`src/rtl/fetch_unit_pkg.sv`:
```
// Shared pipeline definitions: fetch FSM state encoding and the bubble instruction
// that decode/hazard logic also recognise.
package fetch_unit_pkg;

  typedef enum logic [2:0] {
    FETCH_IDLE,
    FETCH_REQ,
    FETCH_WAIT,
    FETCH_HOLD,
    FETCH_DROP
  } fetch_state_e;

  // addi x0,x0,0
  localparam logic [31:0] NOP_INST = 32'h0000_0013;

endpackage

```
`src/rtl/fetch_unit_if.sv`:
```
// Instruction-memory request/grant/response channel; fetch drives the master side.
interface fetch_unit_if #(
  parameter int PC_WIDTH   = 32,
  parameter int INST_WIDTH = 32
);
  logic                  imem_req;
  logic [PC_WIDTH-1:0]   imem_addr;
  logic                  imem_gnt;
  logic                  imem_rvalid;
  logic [INST_WIDTH-1:0] imem_rdata;

  modport master (
    output imem_req, imem_addr,
    input  imem_gnt, imem_rvalid, imem_rdata
  );

  modport slave (
    input  imem_req, imem_addr,
    output imem_gnt, imem_rvalid, imem_rdata
  );
endinterface

```
`src/rtl/fetch_unit.sv`:
```
// Fetch-stage front end: owns PC_F, keeps one imem request in flight and feeds
// the F side of IF/ID, substituting a NOP bubble whenever nothing valid is ready.
module fetch_unit
  import fetch_unit_pkg::*;
#(
  parameter int                    PC_WIDTH   = 32,
  parameter int                    INST_WIDTH = 32,
  parameter logic [PC_WIDTH-1:0]   RESET_PC   = '0,
  parameter logic [INST_WIDTH-1:0] NOP_INST   = INST_WIDTH'(fetch_unit_pkg::NOP_INST)
) (
  input  logic                  clk,
  input  logic                  rst_n,
  input  logic                  Stall_F,
  input  logic                  PCSrc_E,
  input  logic [PC_WIDTH-1:0]   PCTarget_E,
  fetch_unit_if.master          imem,
  output logic [INST_WIDTH-1:0] inst_F,
  output logic [PC_WIDTH-1:0]   PC_F,
  output logic [PC_WIDTH-1:0]   PCplus4_F,
  output logic                  inst_valid_F
);

  fetch_state_e          state_q, state_d;
  logic [PC_WIDTH-1:0]   pc_q, pc_d;
  logic [INST_WIDTH-1:0] hold_q, hold_d;
  logic [PC_WIDTH-1:0]   pc_plus4;
  logic                  req;
  logic [PC_WIDTH-1:0]   addr;
  logic [INST_WIDTH-1:0] inst;
  logic                  vld;

  assign pc_plus4 = pc_q + PC_WIDTH'(4);

  always_ff @(posedge clk or negedge rst_n) begin
    if (!rst_n) begin
      state_q <= FETCH_IDLE;
      pc_q    <= RESET_PC;
      hold_q  <= NOP_INST;
    end else begin
      state_q <= state_d;
      pc_q    <= pc_d;
      hold_q  <= hold_d;
    end
  end

  always_comb begin
    state_d = state_q;
    pc_d    = pc_q;
    hold_d  = hold_q;
    req     = 1'b0;
    addr    = pc_q;
    inst    = NOP_INST;
    vld     = 1'b0;
    case (state_q)
      FETCH_IDLE: state_d = FETCH_REQ;
      FETCH_REQ: begin
        // Address may move under a pending request, so no grant means just retry.
        req = 1'b1;
        if (imem.imem_gnt) state_d = PCSrc_E ? FETCH_DROP : FETCH_WAIT;
      end
      FETCH_WAIT: begin
        if (PCSrc_E) begin
          state_d = imem.imem_rvalid ? FETCH_REQ : FETCH_DROP;
        end else if (imem.imem_rvalid) begin
          inst = imem.imem_rdata;
          vld  = 1'b1;
          if (Stall_F) begin
            hold_d  = imem.imem_rdata;
            state_d = FETCH_HOLD;
          end else begin
            // Issue-ahead keeps zero-wait memory at one instruction per cycle.
            pc_d    = pc_plus4;
            req     = 1'b1;
            addr    = pc_plus4;
            state_d = imem.imem_gnt ? FETCH_WAIT : FETCH_REQ;
          end
        end
      end
      FETCH_HOLD: begin
        if (PCSrc_E) begin
          state_d = FETCH_REQ;
        end else begin
          inst = hold_q;
          vld  = 1'b1;
          if (!Stall_F) begin
            pc_d    = pc_plus4;
            state_d = FETCH_REQ;
          end
        end
      end
      FETCH_DROP: if (imem.imem_rvalid) state_d = FETCH_REQ;
      default:    state_d = FETCH_IDLE;
    endcase
    // A redirect beats a stall everywhere and kills any held instruction.
    if (PCSrc_E) begin
      pc_d   = PCTarget_E;
      hold_d = NOP_INST;
    end
  end

  assign imem.imem_req  = req;
  assign imem.imem_addr = addr;
  assign inst_F         = inst;
  assign inst_valid_F   = vld;
  assign PC_F           = pc_q;
  assign PCplus4_F      = pc_plus4;

endmodule

```
`src/flat_wrapper.sv`:
```
// flat-port wrapper written by rule: the top's interface ports become plain ports
module fetch_unit_flat import fetch_unit_pkg::*;
#(
  parameter int                    PC_WIDTH   = 32,
  parameter int                    INST_WIDTH = 32,
  parameter logic [PC_WIDTH-1:0]   RESET_PC   = '0,
  parameter logic [INST_WIDTH-1:0] NOP_INST   = INST_WIDTH'(fetch_unit_pkg::NOP_INST)
)
  (clk, rst_n, Stall_F, PCSrc_E, PCTarget_E, inst_F, PC_F, PCplus4_F, inst_valid_F, imem_imem_req, imem_imem_addr, imem_imem_gnt, imem_imem_rvalid, imem_imem_rdata);
  fetch_unit_if #(.PC_WIDTH(PC_WIDTH), .INST_WIDTH(INST_WIDTH)) imem_i ();
  input  logic clk;
  input  logic rst_n;
  input  logic Stall_F;
  input  logic PCSrc_E;
  input  logic [PC_WIDTH-1:0] PCTarget_E;
  output logic [INST_WIDTH-1:0] inst_F;
  output logic [PC_WIDTH-1:0] PC_F;
  output logic [PC_WIDTH-1:0] PCplus4_F;
  output logic inst_valid_F;
  output wire logic [$bits(imem_i.imem_req)-1:0] imem_imem_req;
  output wire logic [$bits(imem_i.imem_addr)-1:0] imem_imem_addr;
  input wire logic [$bits(imem_i.imem_gnt)-1:0] imem_imem_gnt;
  input wire logic [$bits(imem_i.imem_rvalid)-1:0] imem_imem_rvalid;
  input wire logic [$bits(imem_i.imem_rdata)-1:0] imem_imem_rdata;
  assign imem_imem_req = imem_i.imem_req;
  assign imem_imem_addr = imem_i.imem_addr;
  assign imem_i.imem_gnt = imem_imem_gnt;
  assign imem_i.imem_rvalid = imem_imem_rvalid;
  assign imem_i.imem_rdata = imem_imem_rdata;
  fetch_unit #(.PC_WIDTH(PC_WIDTH), .INST_WIDTH(INST_WIDTH), .RESET_PC(RESET_PC), .NOP_INST(NOP_INST)) u_core (.clk(clk), .rst_n(rst_n), .Stall_F(Stall_F), .PCSrc_E(PCSrc_E), .PCTarget_E(PCTarget_E), .imem(imem_i), .inst_F(inst_F), .PC_F(PC_F), .PCplus4_F(PCplus4_F), .inst_valid_F(inst_valid_F));
endmodule
```
`config.mk`:
```
export PLATFORM = sky130hd
export DESIGN_NAME = fetch_unit_flat
export DESIGN_NICKNAME = d
export VERILOG_FILES = /design/src/rtl/fetch_unit_pkg.sv /design/src/rtl/fetch_unit_if.sv /design/src/rtl/fetch_unit.sv /design/src/flat_wrapper.sv
export SDC_FILE = /design/constraint.sdc
export NUM_CORES = 1
export LEC_CHECK = 0
export CORE_ASPECT_RATIO = 1.2
export CORE_MARGIN = 2
export CORE_UTILIZATION = 55
export CTS_CLUSTER_SIZE = 12
export DETAILED_ROUTE_END_ITERATION = 10
export DONT_BUFFER_PORTS = 1
export PLACE_DENSITY = 0.79
export SYNTH_ARGS = -nofsm -noshare
export SYNTH_HDL_FRONTEND = slang
export SYNTH_SLANG_ARGS = --single-unit
```
`constraint.sdc`:
```
create_clock -name clk -period 3.9 [get_ports clk]
set_clock_uncertainty 0.15 [all_clocks]
set_input_delay 1.17 -clock clk [delete_from_list [all_inputs] [get_ports clk]]
set_output_delay 1.17 -clock clk [all_outputs]
set_load 0.03 [all_outputs]
```
* After elaboration in Yosys (flattened, before gate mapping)
Cells that the tools add are included.
Operators by class: equality and inequality tests 8, reduce and logical (&&, ||, !) cells 7, bitwise logic cells 0, div/mod/pow operators 0, $add $sub $neg 1, multiply operators 0, muxes and demuxes 33, magnitude comparators 0, shift-type cells 0
Operators by type and width (count):
- 32-bit two-way mux | 12
- 32-bit one-hot mux with 2 select lines | 2
- 32-bit by 3-bit adder with 32-bit output, second input constant | 1
- 3-bit two-way mux | 9
- 3-bit one-hot mux with 5 select lines | 1
- 3-bit by 2-bit equality test with 1-bit output, second input constant | 2
- 1-bit two-way mux | 6
- 3-bit != test, second input constant | 2
- 2-bit nonzero test | 3
- 2-bit != test, second input constant | 2
- 1-bit one-hot mux with 2 select lines | 2
- 4-bit AND reduction | 1
- 3-bit by 1-bit equality test with 1-bit output, second input constant | 1
- 3-bit equality test, second input constant | 1
- 3-bit logical NOT | 1
- 3-bit AND reduction | 1
- 3-bit nonzero test | 1
- 2-bit two-way mux | 1
Storage, ports and cells: input bits 70, register bits after elaboration 67, memories kept 0, ROM bits 0, bits in latches 0, memory bits (writable) 0, output and inout port bits 130, word-level logic and storage cells 52

* Longest topological paths before layout
word-level depth 5, depth in mapped cells 8, gate-level depth less buffers 5

* Least setup slack after synthesis
Ideal clock, no wire load.
path kind in2out, start point input port PCSrc_E, end point output port imem_imem_addr[18], data required time 2.580 ns, path buffers 3, setup slack -0.380 ns, data arrival time 2.960 ns, stages 7, cells stage by stage clkbuf_1 nor3b_2 and2_1 clkbuf_1 buf_2 nand2_1 xnor2_1
On the way: word-level cells in the longest chain between the ends 2
RTL lines:
- start: declaration | line flat_wrapper.sv:14 | input logic PCSrc_E;
- 32-bit two-way mux | line fetch_unit.sv:62 | if (PCSrc_E) begin
- 32-bit two-way mux | line fetch_unit.sv:54 | case (state_q)
- end: declaration | line flat_wrapper.sv:21 | output wire logic [$bits(imem_i.imem_addr)-1:0] imem_imem_addr;
No other way between the ends.

* Worst setup path in the final report
start point register u_core.pc_q[4], in the netlist u_core.PC_F[4], end point output port imem_imem_addr[25]
On the way: word-level cells in the longest chain between the ends 5
RTL lines:
- start: declaration | line fetch_unit.sv:24 | logic [PC_WIDTH-1:0] pc_q, pc_d;
- start signal: assignment | line fetch_unit.sv:41 | pc_q <= pc_d;
- 32-bit by 3-bit adder with 32-bit output | line fetch_unit.sv:32 | assign pc_plus4 = pc_q + PC_WIDTH'(4);
- 32-bit two-way mux
- 32-bit two-way mux | line fetch_unit.sv:64 | end else if (imem.imem_rvalid) begin
- 32-bit two-way mux | line fetch_unit.sv:62
- 32-bit two-way mux | line fetch_unit.sv:54
No other way between the ends.

==> impl_metrics.py <==
metrics = {
    "synthesis": {
        "synthFlopType": "dfrtp_1",
        "synth-seq-cells": 67,
        "synth_nets": 602,
        "syn_area_um2": 4610,
        "syn_inst": 531,
        "synth_top_area_share": 0.347,
        "synth_edf_count": 0,
        "synthArstFlopShare": 1.00,
        "synth_area_leaders": "dfrtp_1 (35%), a22o_1 (11%), xor2_1 (6.3%), xnor2_1 (5.9%), nand2_1 (4.0%)",
        "yosysSeqAreaShare": 0.364,
        "synth_cell_types": 51,
        "syn_avg_cell_area_um2": 8.69,
        "yosysWarnings": 0,
        "synth_top_area_cell": "dfrtp_1",
    },
    "sta": {
        "final-setup-viol-count": 0,
        "fmax_ghz": 0.265,
        "max_slew_margin": 0.322,
        "hold_viol": 0,
        "worst_pin_slew_ns": 1.02,
        "slew_viol_final": 0,
        "period_needed_ns": 3.77,
        "rsz0062_at_grt": "no",
        "period_share": 0.967,
        "hold_slack_ns": 0.355,
    },
    "power_and_ir_drop": {
        "seqPwrFrac": 0.390,
        "p_switching_w": 0.000883,
        "power_density_nw_per_um2": 367,
        "power_w": 0.00214,
        "swShare": 0.413,
        "total_leakage_power_nw": 2.48,
        "vdd.ir_drop.worst_v": 0.000235,
        "p_int_w": 0.00125,
        "power_frac_comb": 0.380,
        "share_clk_of_total_power": 0.230,
    },
    "routing": {
        "totalWireLength_um": 13500,
        "drc": 0,
        "vias": 4495,
        "wl_per_cell_um": 19.0,
        "via_per_inst": 6.30,
        "drt_first_iter_violations": 252,
        "postRouteAntennaNets": 0,
        "firstDrtPassIters": 5,
    },
    "floorplan": {
        "dieArea_um2": 9140,
        "num_rows": 36,
        "fp.dieH_um": 104,
        "dieWidth_um": 87.6,
        "floorplan.initialDensity": 0.566,
        "core_area_um2": 8150,
        "ios": 200,
    },
    "clocking": {
        "clock-sinks": 67,
        "cts_tree": "done",
        "clk_pin_slew_ns": 0.07,
        "post_cts_buffers": 0,
        "cts_inserted_buffers": 9,
        "clk_latency_ns": 0.35,
        "root_buffer": "clkbuf_8",
        "cts_buffer_depth": 2,
        "htreeDepth": 3,
    },
    "global_route": {
        "grt_overflow": 0,
        "antenna_found_initial": 0,
        "gr-usage-all-layers": 0.298,
        "grt_pass1_wl_um": 21700,
        "grt_pass1_vias": 4458,
        "grt_max_degree": 68,
    },
    "critical_path": {
        "ff2ff_setup_slack_ns": 1.40,
        "worstSetupEndpointType": "primary output",
        "crit_path_max_fanout": 17,
        "startpoint_type": "register",
        "critical_path_required_ns": 2.58,
        "worstRegToRegCells": 5,
        "cpPeakStageDelay_ns": 0.65,
        "path_cells": "nand3_2 -> or4_4 -> nor4_1 -> xor2_1 -> buf_4",
        "arrival_ns": 2.45,
        "worst_path_max_delay_cell": "or4_4",
        "criticalPathCategory": "register to primary output",
    },
    "finish": {
        "layout_commonest_cell": "buf_4",
        "nets": 665,
        "diodes": 0,
        "synthToLayoutAreaGrowth_pct": 26.3,
        "layout_common_cells": "buf_4 (115), dfrtp_1 (64), a22o_1 (58), nand2_1 (49), nor2_1 (35)",
        "drive_above_1_share": 0.302,
    },
    "status": {
        "status": "finished clean",
    },
    "placement": {
        "dp_hpwl_um": 9610,
        "gp_congestion": 0.915,
        "port_buffers": 0,
    },
    "run": {
        "max-cap-violations": 0,
    },
    "worst_hold_path": {
        "hp-class": "input pin to async pin",
    },
}
cell families after synthesis:
logic type | Yosys count | synth area share
xor+xnor | 64 | 0.122
compound gates | 126 | 0.206
fa+ha+maj | 1 | 0.00271
simple gates | 196 | 0.231
flops | 67 | 0.364
buf+inv | 74 | 0.0678
mux | 3 | 0.00705
layout make-up:
class | instances | area [um^2]
inverters | 9 | 33.8
fillers | 614 | 2330
clock inverters | 3 | 15.0
multi-input cells | 390 | 2910
well taps | 114 | 143
flip-flops and latches | 67 | 1680
clock buffers | 13 | 139
repair buffers | 117 | 903
cells in the mapped netlist (5+ instances only):
| library cell | instances |
|---|---|
| xor2_1 | 33 |
| nor3_1 | 14 |
| o31ai_1 | 11 |
| nand2_1 | 49 |
| and3_1 | 7 |
| buf_4 | 5 |
| nor4_1 | 9 |
| nand4_1 | 17 |
| inv_1 | 9 |
| or4_1 | 13 |
| clkbuf_1 | 41 |
| xnor2_1 | 31 |
| buf_1 | 6 |
| and4_1 | 6 |
| o21ai_0 | 16 |
| buf_2 | 12 |
| nand3_1 | 18 |
| dfrtp_1 | 64 |
| a22o_1 | 58 |
| nor2_1 | 35 |
| a31oi_1 | 18 |
| a21oi_1 | 7 |
power groups by stage:
stage / logic (W) / registers [W] / clock network (W)
6_report: 0.000812 / 0.000833 / 0.000491
5_1_grt: 0.000863 / 0.000842 / 0.000523
4_1_cts: 0.000808 / 0.000832 / 0.000496
3_5_place_dp: 0.000804 / 0.000845 / 0
3_3_place_gp: 0.000789 / 0.000840 / 0
2_1_floorplan: 0.000572 / 0.000864 / 0
flip-flops by register name, summed over array words and instances, names as in the netlist:
signal,count
u_core.PC_F,32
u_core.hold_q,32
u_core.state_q,3
path summary, 6_finish.rpt:
kind	start	endpoint
max	u_core.PC_F[4]	imem_imem_addr[25]
min reg2reg	u_core.hold_q[21]	u_core.hold_q[21]
max in group asynchronous	rst_n	u_core.hold_q[0]
min	rst_n	u_core.PC_F[14]
max reg2reg	u_core.PC_F[3]	u_core.PC_F[30]
min in group clk	u_core.hold_q[21]	u_core.hold_q[21]
layer usage:
| metal | up-vias | share of wire | GRT usage |
|---|---|---|---|
| met3 | 39 | 0.083 | 0.0643 |
| met2 | 255 | 0.50 | 0.488 |
| li1 | 2054 | - | - |
| met1 | 2147 | 0.38 | 0.360 |
| met4 | 0 | 0.031 | 0.157 |
| met5 | - | 0 | 0 |
through the flow:
| stage | TNS, ns | std cells | setup slack [ns] | instance area, um^2 | utilization |
|---|---|---|---|---|---|
| final | 0 | 713 | 0.130 | 5830 | 0.715 |
| after global routing | 0 | 713 | 0.0216 | 5830 | 0.715 |
| after CTS | 0 | 713 | 0.0492 | 5800 | 0.711 |
| after detailed placement | 0 | 697 | 0.223 | 5630 | 0.691 |
| after global placement | 0 | 697 | 0.319 | 5630 | 0.691 |
| after floorplan | -0.00955 | 531 | -0.00955 | 4860 | - |
worst max-delay path, delay by kind of cell (launching register included):
kind,cells,cell delay (ns)
AND/OR/NAND/NOR,3,1.14
flip-flops,1,0.54
XOR/XNOR,1,0.22
buffers and inverters,1,0.19
timing repair:
action | in CTS | in global routing
gates resized for setup | 2 | 6
pin swaps | 0 | 0
endpoints found under the setup margin | 11 | 9
hold buffers | 0 | 0
No activity file was read; power rests on OpenSTA's default activity.
